===== src/rtl/keypad_pkg.sv =====
// Shared types and key decoding for the 4x4 hex keypad scanner.
package keypad_pkg;

    typedef enum logic [1:0] {
        SCAN     = 2'd0,
        PRESS_DB = 2'd1,
        HELD     = 2'd2
    } scan_state_t;

    // Indexed by {row, col}; entry 0 is row 0 / column 0.
    localparam logic [15:0][3:0] KEYMAP = {
        4'hD, 4'hF, 4'h0, 4'hE,
        4'hC, 4'h9, 4'h8, 4'h7,
        4'hB, 4'h6, 4'h5, 4'h4,
        4'hA, 4'h3, 4'h2, 4'h1
    };

    function automatic logic [3:0] key_lookup(input logic [1:0] row, input logic [1:0] col);
        return KEYMAP[{row, col}];
    endfunction

    // Lowest active-low row index wins when several rows are pulled down.
    function automatic logic [1:0] lowest_row(input logic [3:0] rows_n);
        if (!rows_n[0]) begin
            return 2'd0;
        end else if (!rows_n[1]) begin
            return 2'd1;
        end else if (!rows_n[2]) begin
            return 2'd2;
        end else begin
            return 2'd3;
        end
    endfunction

endpackage


===== src/rtl/sync_2ff.sv =====
// Reset-free two-flop synchroniser for asynchronous pad inputs.
module sync_2ff #(
    parameter int WIDTH = 4
) (
    input  logic             clk,
    input  logic [WIDTH-1:0] i_d,
    output logic [WIDTH-1:0] o_q
);

    logic [WIDTH-1:0] r_meta;
    logic [WIDTH-1:0] r_sync;

    // Metastability settling chain.
    always_ff @(posedge clk) begin
        r_meta <= i_d;
        r_sync <= r_meta;
    end

    assign o_q = r_sync;

endmodule


===== src/rtl/keypad_scanner_4x4.sv =====
// 4x4 matrix keypad scanner with debounce and a 4-digit hex entry buffer.
// Optional auto-repeat while a key stays down: define KEYPAD_AUTOREPEAT_EN.
module keypad_scanner_4x4
    import keypad_pkg::*;
#(
    parameter int SCAN_DIV_LOG2  = 15,
    parameter int DEBOUNCE_SCANS = 4,
    parameter int REPEAT_TICKS   = 200
) (
    input  logic        clk,
    input  logic        rst,
    input  logic        en,
    input  logic [3:0]  rows,
    output logic [3:0]  cols,
    output logic        key_valid,
    output logic [3:0]  key_code,
    output logic        key_held,
    output logic [15:0] hexx
);

    localparam logic [3:0] DB_LIMIT = 4'(DEBOUNCE_SCANS);
    localparam logic [SCAN_DIV_LOG2-1:0] PRESC_ONE = {{(SCAN_DIV_LOG2-1){1'b0}}, 1'b1};

    logic [SCAN_DIV_LOG2-1:0] r_presc;
    logic        w_tick;
    logic [3:0]  w_rows;
    scan_state_t r_state,    w_state_nx;
    logic [1:0]  r_col_idx,  w_col_nx;
    logic [1:0]  r_cand_col, w_cand_col_nx;
    logic [1:0]  r_cand_row, w_cand_row_nx;
    logic [3:0]  r_cnt,      w_cnt_nx;
    logic        r_key_valid, w_valid_nx;
    logic [3:0]  r_key_code, w_code_nx;
    logic        r_key_held, w_held_nx;
    logic [15:0] r_hexx,     w_hexx_nx;
    logic [3:0]  r_cols;
    logic        w_cand_low;
    logic [3:0]  w_cand_key;

`ifdef KEYPAD_AUTOREPEAT_EN
    localparam logic [15:0] REP_LIMIT = 16'(REPEAT_TICKS);
    logic [15:0] r_rep, w_rep_nx;
`else
    logic w_unused_repeat;
    assign w_unused_repeat = (REPEAT_TICKS != 32'sd0);
`endif

    sync_2ff #(.WIDTH(4)) u_rows_sync (
        .clk (clk),
        .i_d (rows),
        .o_q (w_rows)
    );

    assign w_tick     = en & (r_presc == {SCAN_DIV_LOG2{1'b1}});
    assign w_cand_low = ~w_rows[r_cand_row];
    assign w_cand_key = key_lookup(r_cand_row, r_cand_col);

    // Column dwell prescaler; held at zero while scanning is disabled.
    always_ff @(posedge clk or posedge rst) begin
        if (rst) begin
            r_presc <= '0;
        end else if (!en) begin
            r_presc <= '0;
        end else begin
            r_presc <= r_presc + PRESC_ONE;
        end
    end

    // Scan/debounce next-state; rows are only looked at on a tick.
    always_comb begin
        w_state_nx    = r_state;
        w_col_nx      = r_col_idx;
        w_cand_col_nx = r_cand_col;
        w_cand_row_nx = r_cand_row;
        w_cnt_nx      = r_cnt;
        w_valid_nx    = 1'b0;
        w_code_nx     = r_key_code;
        w_held_nx     = r_key_held;
        w_hexx_nx     = r_hexx;
`ifdef KEYPAD_AUTOREPEAT_EN
        w_rep_nx      = r_rep;
`endif
        if (!en) begin
            w_state_nx = SCAN;
            w_col_nx   = 2'd0;
            w_cnt_nx   = 4'd0;
            w_held_nx  = 1'b0;
`ifdef KEYPAD_AUTOREPEAT_EN
            w_rep_nx   = 16'd0;
`endif
        end else if (w_tick) begin
            case (r_state)
                SCAN: begin
                    if (w_rows == 4'b1111) begin
                        w_col_nx = r_col_idx + 2'd1;
                    end else begin
                        w_cand_col_nx = r_col_idx;
                        w_cand_row_nx = lowest_row(w_rows);
                        w_cnt_nx      = 4'd1;
                        w_state_nx    = PRESS_DB;
                    end
                end
                PRESS_DB: begin
                    if (!w_cand_low) begin
                        w_state_nx = SCAN;
                        w_col_nx   = r_cand_col + 2'd1;
                    end else if (r_cnt + 4'd1 == DB_LIMIT) begin
                        w_valid_nx = 1'b1;
                        w_code_nx  = w_cand_key;
                        w_hexx_nx  = {r_hexx[11:0], w_cand_key};
                        w_held_nx  = 1'b1;
                        w_cnt_nx   = 4'd0;
                        w_state_nx = HELD;
`ifdef KEYPAD_AUTOREPEAT_EN
                        w_rep_nx   = 16'd0;
`endif
                    end else begin
                        w_cnt_nx = r_cnt + 4'd1;
                    end
                end
                HELD: begin
                    if (w_cand_low) begin
                        w_cnt_nx = 4'd0;
`ifdef KEYPAD_AUTOREPEAT_EN
                        if (r_rep + 16'd1 == REP_LIMIT) begin
                            w_valid_nx = 1'b1;
                            w_hexx_nx  = {r_hexx[11:0], r_key_code};
                            w_rep_nx   = 16'd0;
                        end else begin
                            w_rep_nx = r_rep + 16'd1;
                        end
`endif
                    end else begin
`ifdef KEYPAD_AUTOREPEAT_EN
                        w_rep_nx = 16'd0;
`endif
                        if (r_cnt + 4'd1 == DB_LIMIT) begin
                            w_held_nx  = 1'b0;
                            w_cnt_nx   = 4'd0;
                            w_state_nx = SCAN;
                            w_col_nx   = r_cand_col + 2'd1;
                        end else begin
                            w_cnt_nx = r_cnt + 4'd1;
                        end
                    end
                end
                default: begin
                    w_state_nx = SCAN;
                    w_col_nx   = 2'd0;
                    w_cnt_nx   = 4'd0;
                end
            endcase
        end else begin
            w_state_nx = r_state;
        end
    end

    // Scanner state and registered outputs.
    always_ff @(posedge clk or posedge rst) begin
        if (rst) begin
            r_state     <= SCAN;
            r_col_idx   <= 2'd0;
            r_cand_col  <= 2'd0;
            r_cand_row  <= 2'd0;
            r_cnt       <= 4'd0;
            r_key_valid <= 1'b0;
            r_key_code  <= 4'd0;
            r_key_held  <= 1'b0;
            r_hexx      <= 16'h0000;
            r_cols      <= 4'b1111;
        end else begin
            r_state     <= w_state_nx;
            r_col_idx   <= w_col_nx;
            r_cand_col  <= w_cand_col_nx;
            r_cand_row  <= w_cand_row_nx;
            r_cnt       <= w_cnt_nx;
            r_key_valid <= w_valid_nx;
            r_key_code  <= w_code_nx;
            r_key_held  <= w_held_nx;
            r_hexx      <= w_hexx_nx;
            r_cols      <= en ? ~(4'b0001 << r_col_idx) : 4'b1111;
        end
    end

`ifdef KEYPAD_AUTOREPEAT_EN
    // Auto-repeat interval counter.
    always_ff @(posedge clk or posedge rst) begin
        if (rst) begin
            r_rep <= 16'd0;
        end else begin
            r_rep <= w_rep_nx;
        end
    end
`endif

    assign cols      = r_cols;
    assign key_valid = r_key_valid;
    assign key_code  = r_key_code;
    assign key_held  = r_key_held;
    assign hexx      = r_hexx;

endmodule

===== config.mk =====
export PLATFORM = sky130hd
export DESIGN_NAME = keypad_scanner_4x4
export DESIGN_NICKNAME = d
export VERILOG_FILES = /design/src/rtl/keypad_pkg.sv /design/src/rtl/sync_2ff.sv /design/src/rtl/keypad_scanner_4x4.sv
export SDC_FILE = /design/constraint.sdc
export NUM_CORES = 1
export LEC_CHECK = 0
export ABC_AREA = 1
export CAP_MARGIN = 20
export CELL_PAD_IN_SITES_DETAIL_PLACEMENT = 1
export CELL_PAD_IN_SITES_GLOBAL_PLACEMENT = 1
export CORE_ASPECT_RATIO = 0.75
export CORE_MARGIN = 1
export CORE_UTILIZATION = 45
export DETAILED_ROUTE_END_ITERATION = 7
export GPL_TIMING_DRIVEN = 0
export PLACE_DENSITY = 0.92
export SYNTH_ARGS = -nofsm -noshare
export SYNTH_HDL_FRONTEND = slang
export SYNTH_SLANG_ARGS = --single-unit

===== constraint.sdc =====
create_clock -name clk -period 2.77 [get_ports clk]
set_clock_uncertainty 0.2 [all_clocks]
set_input_delay 0.4155 -clock clk [delete_from_list [all_inputs] [get_ports clk]]
set_output_delay 0.4155 -clock clk [all_outputs]
set_load 0.02 [all_outputs]

# [Word-level counts from Yosys, hierarchy flattened]
# Memories as Yosys holds them, arrays and structs flattened.
# Cells that the tools add are included.
[classes] mux=42 n_shift=1 add_sub_neg=4 bitwise=4 magnitude_cmp=2 reduce_logical=7 eq_ne=15
[op_table] op="2-to-1 mux 4 bit" n=8
[op_table] op="2-to-1 mux 2 bit" n=15
[op_table] op="inequality test 3 bit (second input constant)" n=7
[op_table] op="adder 15 x 1 -> 15 bit (second input constant)" n=1
[op_table] op="equality test 15 bit (second input constant)" n=1
[op_table] op="2-to-1 mux 15 bit" n=1
[op_table] op="AND reduction 5 bit" n=3
[op_table] op="2-to-1 mux 1 bit" n=13
[op_table] op="one-hot mux 2 bit (3 select lines)" n=2
[op_table] op="one-hot mux 4 bit (3 select lines)" n=1
[op_table] op="AND reduction 6 bit" n=1
[op_table] op="less-than comparator 4 x 5 -> 1 bit (second input constant)" n=1
[op_table] op="adder 2 x 1 -> 2 bit (second input constant)" n=2
[op_table] op="adder 4 x 1 -> 4 bit (second input constant)" n=1
[op_table] op="equality test 4 x 3 -> 1 bit (second input constant)" n=1
[op_table] op="equality test 4 bit (second input constant)" n=1
[op_table] op="inequality test 4 bit (second input constant)" n=1
[op_table] op="inverter 4 bit" n=1
[op_table] op="AND reduction 4 bit" n=1
[op_table] op="<< shifter 1 x 2 -> 4 bit (first input constant)" n=1
[op_table] op="less-than comparator 2 x 3 -> 1 bit (second input constant)" n=1
[op_table] op="inequality test 3 x 1 -> 1 bit (second input constant)" n=1
[op_table] op="AND reduction 3 bit" n=1
[op_table] op="binary-select mux 1 bit (select 2 bit)" n=1
[op_table] op="other kinds (7)" n=8
[totals] rom_bits=64 in_bits=7 n_memories=1 ff_bits=61 wordCells=89
[mem_list] memory="(name not given)" depth=16 word_bits=4 rd=1 rd_clocked_by_memory_dff=0 wr=0 line="keypad_pkg.sv:19" rtl="return KEYMAP[{row, col}];"

# [Depth between registers and ports, before layout]
[depth] word_depth=7 ltp_mapped=12

# [Hierarchy]
# Synthesis repeated with hierarchy kept, for this count alone.
[hier_totals] hier_cells=330 area_unflattened_um2=2737.6
[modules_own_cells] mod="keypad_scanner_4x4" seq_area_each_um2=1231.2 area_each_um2=2577.5 n_inst=1 cells_each=322
[modules_own_cells] mod="sync_2ff" seq_area_each_um2=160.2 area_each_um2=160.2 n_inst=1 cells_each=8

# [Worst setup path after synthesis]
# Ideal clock, no wire load.
[synth_timing] kind="flip-flop to flip-flop" start="register r_cnt[0]" end="register r_key_code[0] (netlist: key_code[0])" synth_period_minus_slack_ps=1801 path_stages_with_launch=11 t_arrival_ps=1485 setup_slack_ps=969 cell_sequence="dfrtp_1 > ha_1 > nand2_1 > nand2_1 > nor2_2 > nand2_1 > nor2_2 > nand2_4 > buf_6 > o21ai_2 > inv_1"
[synth_between] elab_chain_len=3
[synth_rtl] element="start, declared" line="keypad_scanner_4x4.sv:31" rtl="logic [3:0] r_cnt, w_cnt_nx;"
[synth_rtl] element="start signal, assigned" line="keypad_scanner_4x4.sv:176" rtl="r_cnt <= w_cnt_nx;"
[synth_rtl] element="adder 4 x 1 -> 4 bit" line="keypad_scanner_4x4.sv:107" rtl="end else if (r_cnt + 4'd1 == DB_LIMIT) begin"
[synth_rtl] element="equality test 4 x 3 -> 1 bit" line="keypad_scanner_4x4.sv:107"
[synth_rtl] element="AND reduction 5 bit (no source line)"
[synth_rtl] element="end signal, assigned" line="keypad_scanner_4x4.sv:178" rtl="r_key_code <= w_code_nx;"
[synth_rtl] element="end, declared" line="keypad_scanner_4x4.sv:33" rtl="logic [3:0] r_key_code, w_code_nx;"
# No other way between the ends.
# A chain may end at the register's enable or synchronous reset.

# [Worst setup path in the final report]
[layout_timing] start="register r_cnt[0]" end="register r_hexx[3] (netlist: hexx[3])"
[layout_between] elab_chain_len=3
[layout_rtl] element="adder 4 x 1 -> 4 bit" line="keypad_scanner_4x4.sv:107"
[layout_rtl] element="equality test 4 x 3 -> 1 bit" line="keypad_scanner_4x4.sv:107"
[layout_rtl] element="AND reduction 5 bit (no source line)"
[layout_rtl] element="end signal, assigned" line="keypad_scanner_4x4.sv:180" rtl="r_hexx <= w_hexx_nx;"
[layout_rtl] element="end, declared" line="keypad_scanner_4x4.sv:35" rtl="logic [15:0] r_hexx, w_hexx_nx;"
# No other way between the ends.

==> run summary <==
Syn Nets - 361
Fin Setup TNS - 0 ps
most used cell along the critical path - sky130_fd_sc_hd__nand2_1
all-layer global routing usage - 0.252
number of placed instances with taps included - 452
hold worst-path end - u_rows_sync.o_q[1]
Max-cap violations - 0
most common cell in the synthesized netlist - sky130_fd_sc_hd__nand2_1
highest clock frequency the design can meet - 469 MHz
multiplexer area fraction after synthesis - 0
Slowest-stage cell, CP - sky130_fd_sc_hd__dfrtp_1
area leader, netlist - sky130_fd_sc_hd__dfrtp_1
RD Place Congestion - 0.846
starting utilization of the core area - 0.483
area fraction in compound gates after synthesis - 0.117
vias per cell - 5.15
Peak VDD IR - 0.275 mV
top cells by area in the synthesized netlist - sky130_fd_sc_hd__dfrtp_1, sky130_fd_sc_hd__nand2_1, sky130_fd_sc_hd__inv_1
number of fill cells - 738
commonest cells in the synthesized netlist - sky130_fd_sc_hd__nand2_1, sky130_fd_sc_hd__inv_1, sky130_fd_sc_hd__dfrtp_1
largest family of logic cells by synthesized area - simple AND/OR/NAND/NOR gates
first-pass GRT wire length - 12,800 µm
worst hold-check path type - flop to flop
simple-gate share of the synthesized area - 0.241
clock buffer depth - 2
final antenna-violating net count - 0
post-synthesis register bit count - 57
hold path startpoint - u_rows_sync.r_meta[1]
status - complete, no violations
deepest level of the CTS H-tree - 3
Worst Max-Slew Pin Slew - 538 ps
maximum number of pins on one net before global-route repair - 28
post_cts resized - 0
number of unique standard cell types used by synthesis - 31
CTS tree - yes
via count of the first global-routing pass - 2,562
area fraction of the dominant cell type after synthesis - 0.388
Warnings, synthesis - 0
sinks on the clock net - 57
wire length on met2 - 3760 µm
Post-CTS Setup Inserts - 0
post-synthesis average cell area - 8.51 µm²
share of async-settable or async-resettable flops after synthesis - 0.860
worst flop-to-flop path startpoint - r_cnt[0]
worst max-slew margin expressed relative to the limit - 0.639
chain of cells forming the critical path - ha_1 > inv_1 > nand2_1 > nand2_1 > nor2_2 > nand2_1 > nor2_2 > nand2_4 > buf_6 > nand2_1 > o21ai_2
Routed Wire Length - 7570 µm
number of port buffers - 32
endpoint of the most critical register-to-register path - hexx[3]
fraction of the cycle the final worst path needs - 0.770
synthesized-area fraction occupied by xor and xnor cells - 0.00906
Pwr Density - 532 nW/µm²
met1 wire length - 3390 µm
number of top-level design ports - 33
Vias - 2,411
signal arrival time at the worst endpoint - 2160 ps
stage delay of the slowest cell on the critical path - 450 ps
number of synthesized flops with an enable pin - 0
CTS clk-pin slew, worst paths - 70 ps
die height - 71.5 µm
post-detail-place hpwl - 5260 µm
net total in the final layout - 405
Static Leak - 1.78 nW
critical path endpoint category - flop
share of cells above drive strength 1 - 0.164
highest net fanout along the worst path - 10
Synth Area in Adders - 0.0561
overall die area - 6780 µm²
top routing layer in use - met4
placeable core region - 6010 µm²
synthesis-to-finish area growth - 21.9%
Mapped Cells - 341
final critical path time including I/O delays and setup - 2130 ps
starting DRC count in detailed routing - 111
initial antenna violation count - 0
Primary FF master, synth - sky130_fd_sc_hd__dfrtp_1
post-synthesis sequential area ratio - 0.480
GR Overflow Total - 0
Wirelength per Cell - 16.2 µm
buffer cell driving the clock tree root - sky130_fd_sc_hd__clkbuf_8
horizontal die dimension - 94.7 µm
startpoint-to-endpoint class of the critical path - flop to flop
unrepaired setup endpoints after global routing - false
count of cells along the worst register-to-register path - 11
count of endpoints failing setup in the final report - 0
Data required, critical path - 2800 ps
register-to-register setup slack - 640 ps
netlist area before placement - 2900 µm²
met3 routed wirelength - 270 µm
DRT Pass-1 Iters - 4
DRC violation count after routing - 0
cell depth of the worst hold path - 0
number of placement rows - 24
final number of max-transition violations - 0
final number of hold-violating endpoints - 0
number of non-filler instances in the completed layout - 468
worst skew pair latency - 340 ps
hold_buf cts - 0
startpoint type of the worst setup path - flop
clock buffers created by TritonCTS - 9
n_diodes - 0
[power breakdown]
group	total (mW)	switching (mW)	internal [mW]
Combinational	0.195	0.123	0.0720
Sequential	0.907	0.0349	0.872
Clock	0.779	0.342	0.437
Total	1.88	0.500	1.38
[metal layers]
layer / GRT usage / vias to the layer above
met4: 0.0892 / 0
li1: - / 1163
met1: 0.316 / 1189
met3: 0.0637 / 12
met5: 0 / -
met2: 0.424 / 47
[worst max-delay path: cells and delay by family (launching register included)]
family	cells	cell delay, ps
AOI/OAI and AO/OA	1	60
adders and majority gates	1	220
and+or+nand+nor	7	850
DFF	1	450
buffers and inverters	2	220
[cells by family after synthesis]
group / after synthesis
fa+ha+maj: 13
simple gates: 152
xor+xnor: 3
flops: 57
compound gates: 56
buf+inv: 60
[how the worst max path moves through the flow]
stage / from / end / cells past startpoint
after global routing: r_cnt[0] / key_code[1] / 11
after detailed placement: en / r_col_idx[1] / 8
after global placement: rst / r_state[0] / 2
final: r_cnt[0] / hexx[3] / 11
after CTS: r_cnt[0] / hexx[3] / 11
after floorplan: r_cnt[0] / key_code[0] / 10
[cells in the final DEF (no fill, tap or decap), drive strengths merged, types with 12 or more instances in the layout]
master          n
clkdlybuf4s50  32
clkbuf         12
nor2           32
a21oi          12
nand2          94
o21ai          39
nand3          19
inv            49
dfrtp          45
ha             13
[final cells by class]
cell class | count | area (µm²) | share of cell area
Inverter | 49 | 186 | 0.0527
Clock inverter | 5 | 55.1 | 0.0156
Sequential cell | 57 | 1390 | 0.393
Timing Repair Buffer | 33 | 340 | 0.0962
Clock buffer | 11 | 141 | 0.0400
Tap cell | 78 | 97.6 | 0.0276
Multi-Input combinational cell | 224 | 1230 | 0.347
Buffer | 11 | 96.3 | 0.0272
[flip-flops by register name, summed over array words and instances (netlist names), 2 cells and up]
signal / flops
r_cnt: 4
r_cand_col: 2
u_rows_sync.o_q: 4
r_col_idx: 2
key_code: 3
cols: 4
r_presc: 15
hexx: 13
r_cand_row: 2
r_state: 2
u_rows_sync.r_meta: 4
[per-stage QoR]
step / worst slack [ps] / cell area, µm² / hold WS, ps / total power [mW] / util
detailed placement: 399 / 3340 / 118 / 1.11 / 0.556
global placement: 49.8 / 3320 / 118 / 1.09 / 0.553
floorplan: 969 / 2900 / 110 / 1.03 / -
CTS: 623 / 3540 / 130 / 1.90 / 0.589
global route: 521 / 3540 / 135 / 1.95 / 0.589
finish: 637 / 3540 / 128 / 1.88 / 0.589
Power figures use the tool's default switching activity.
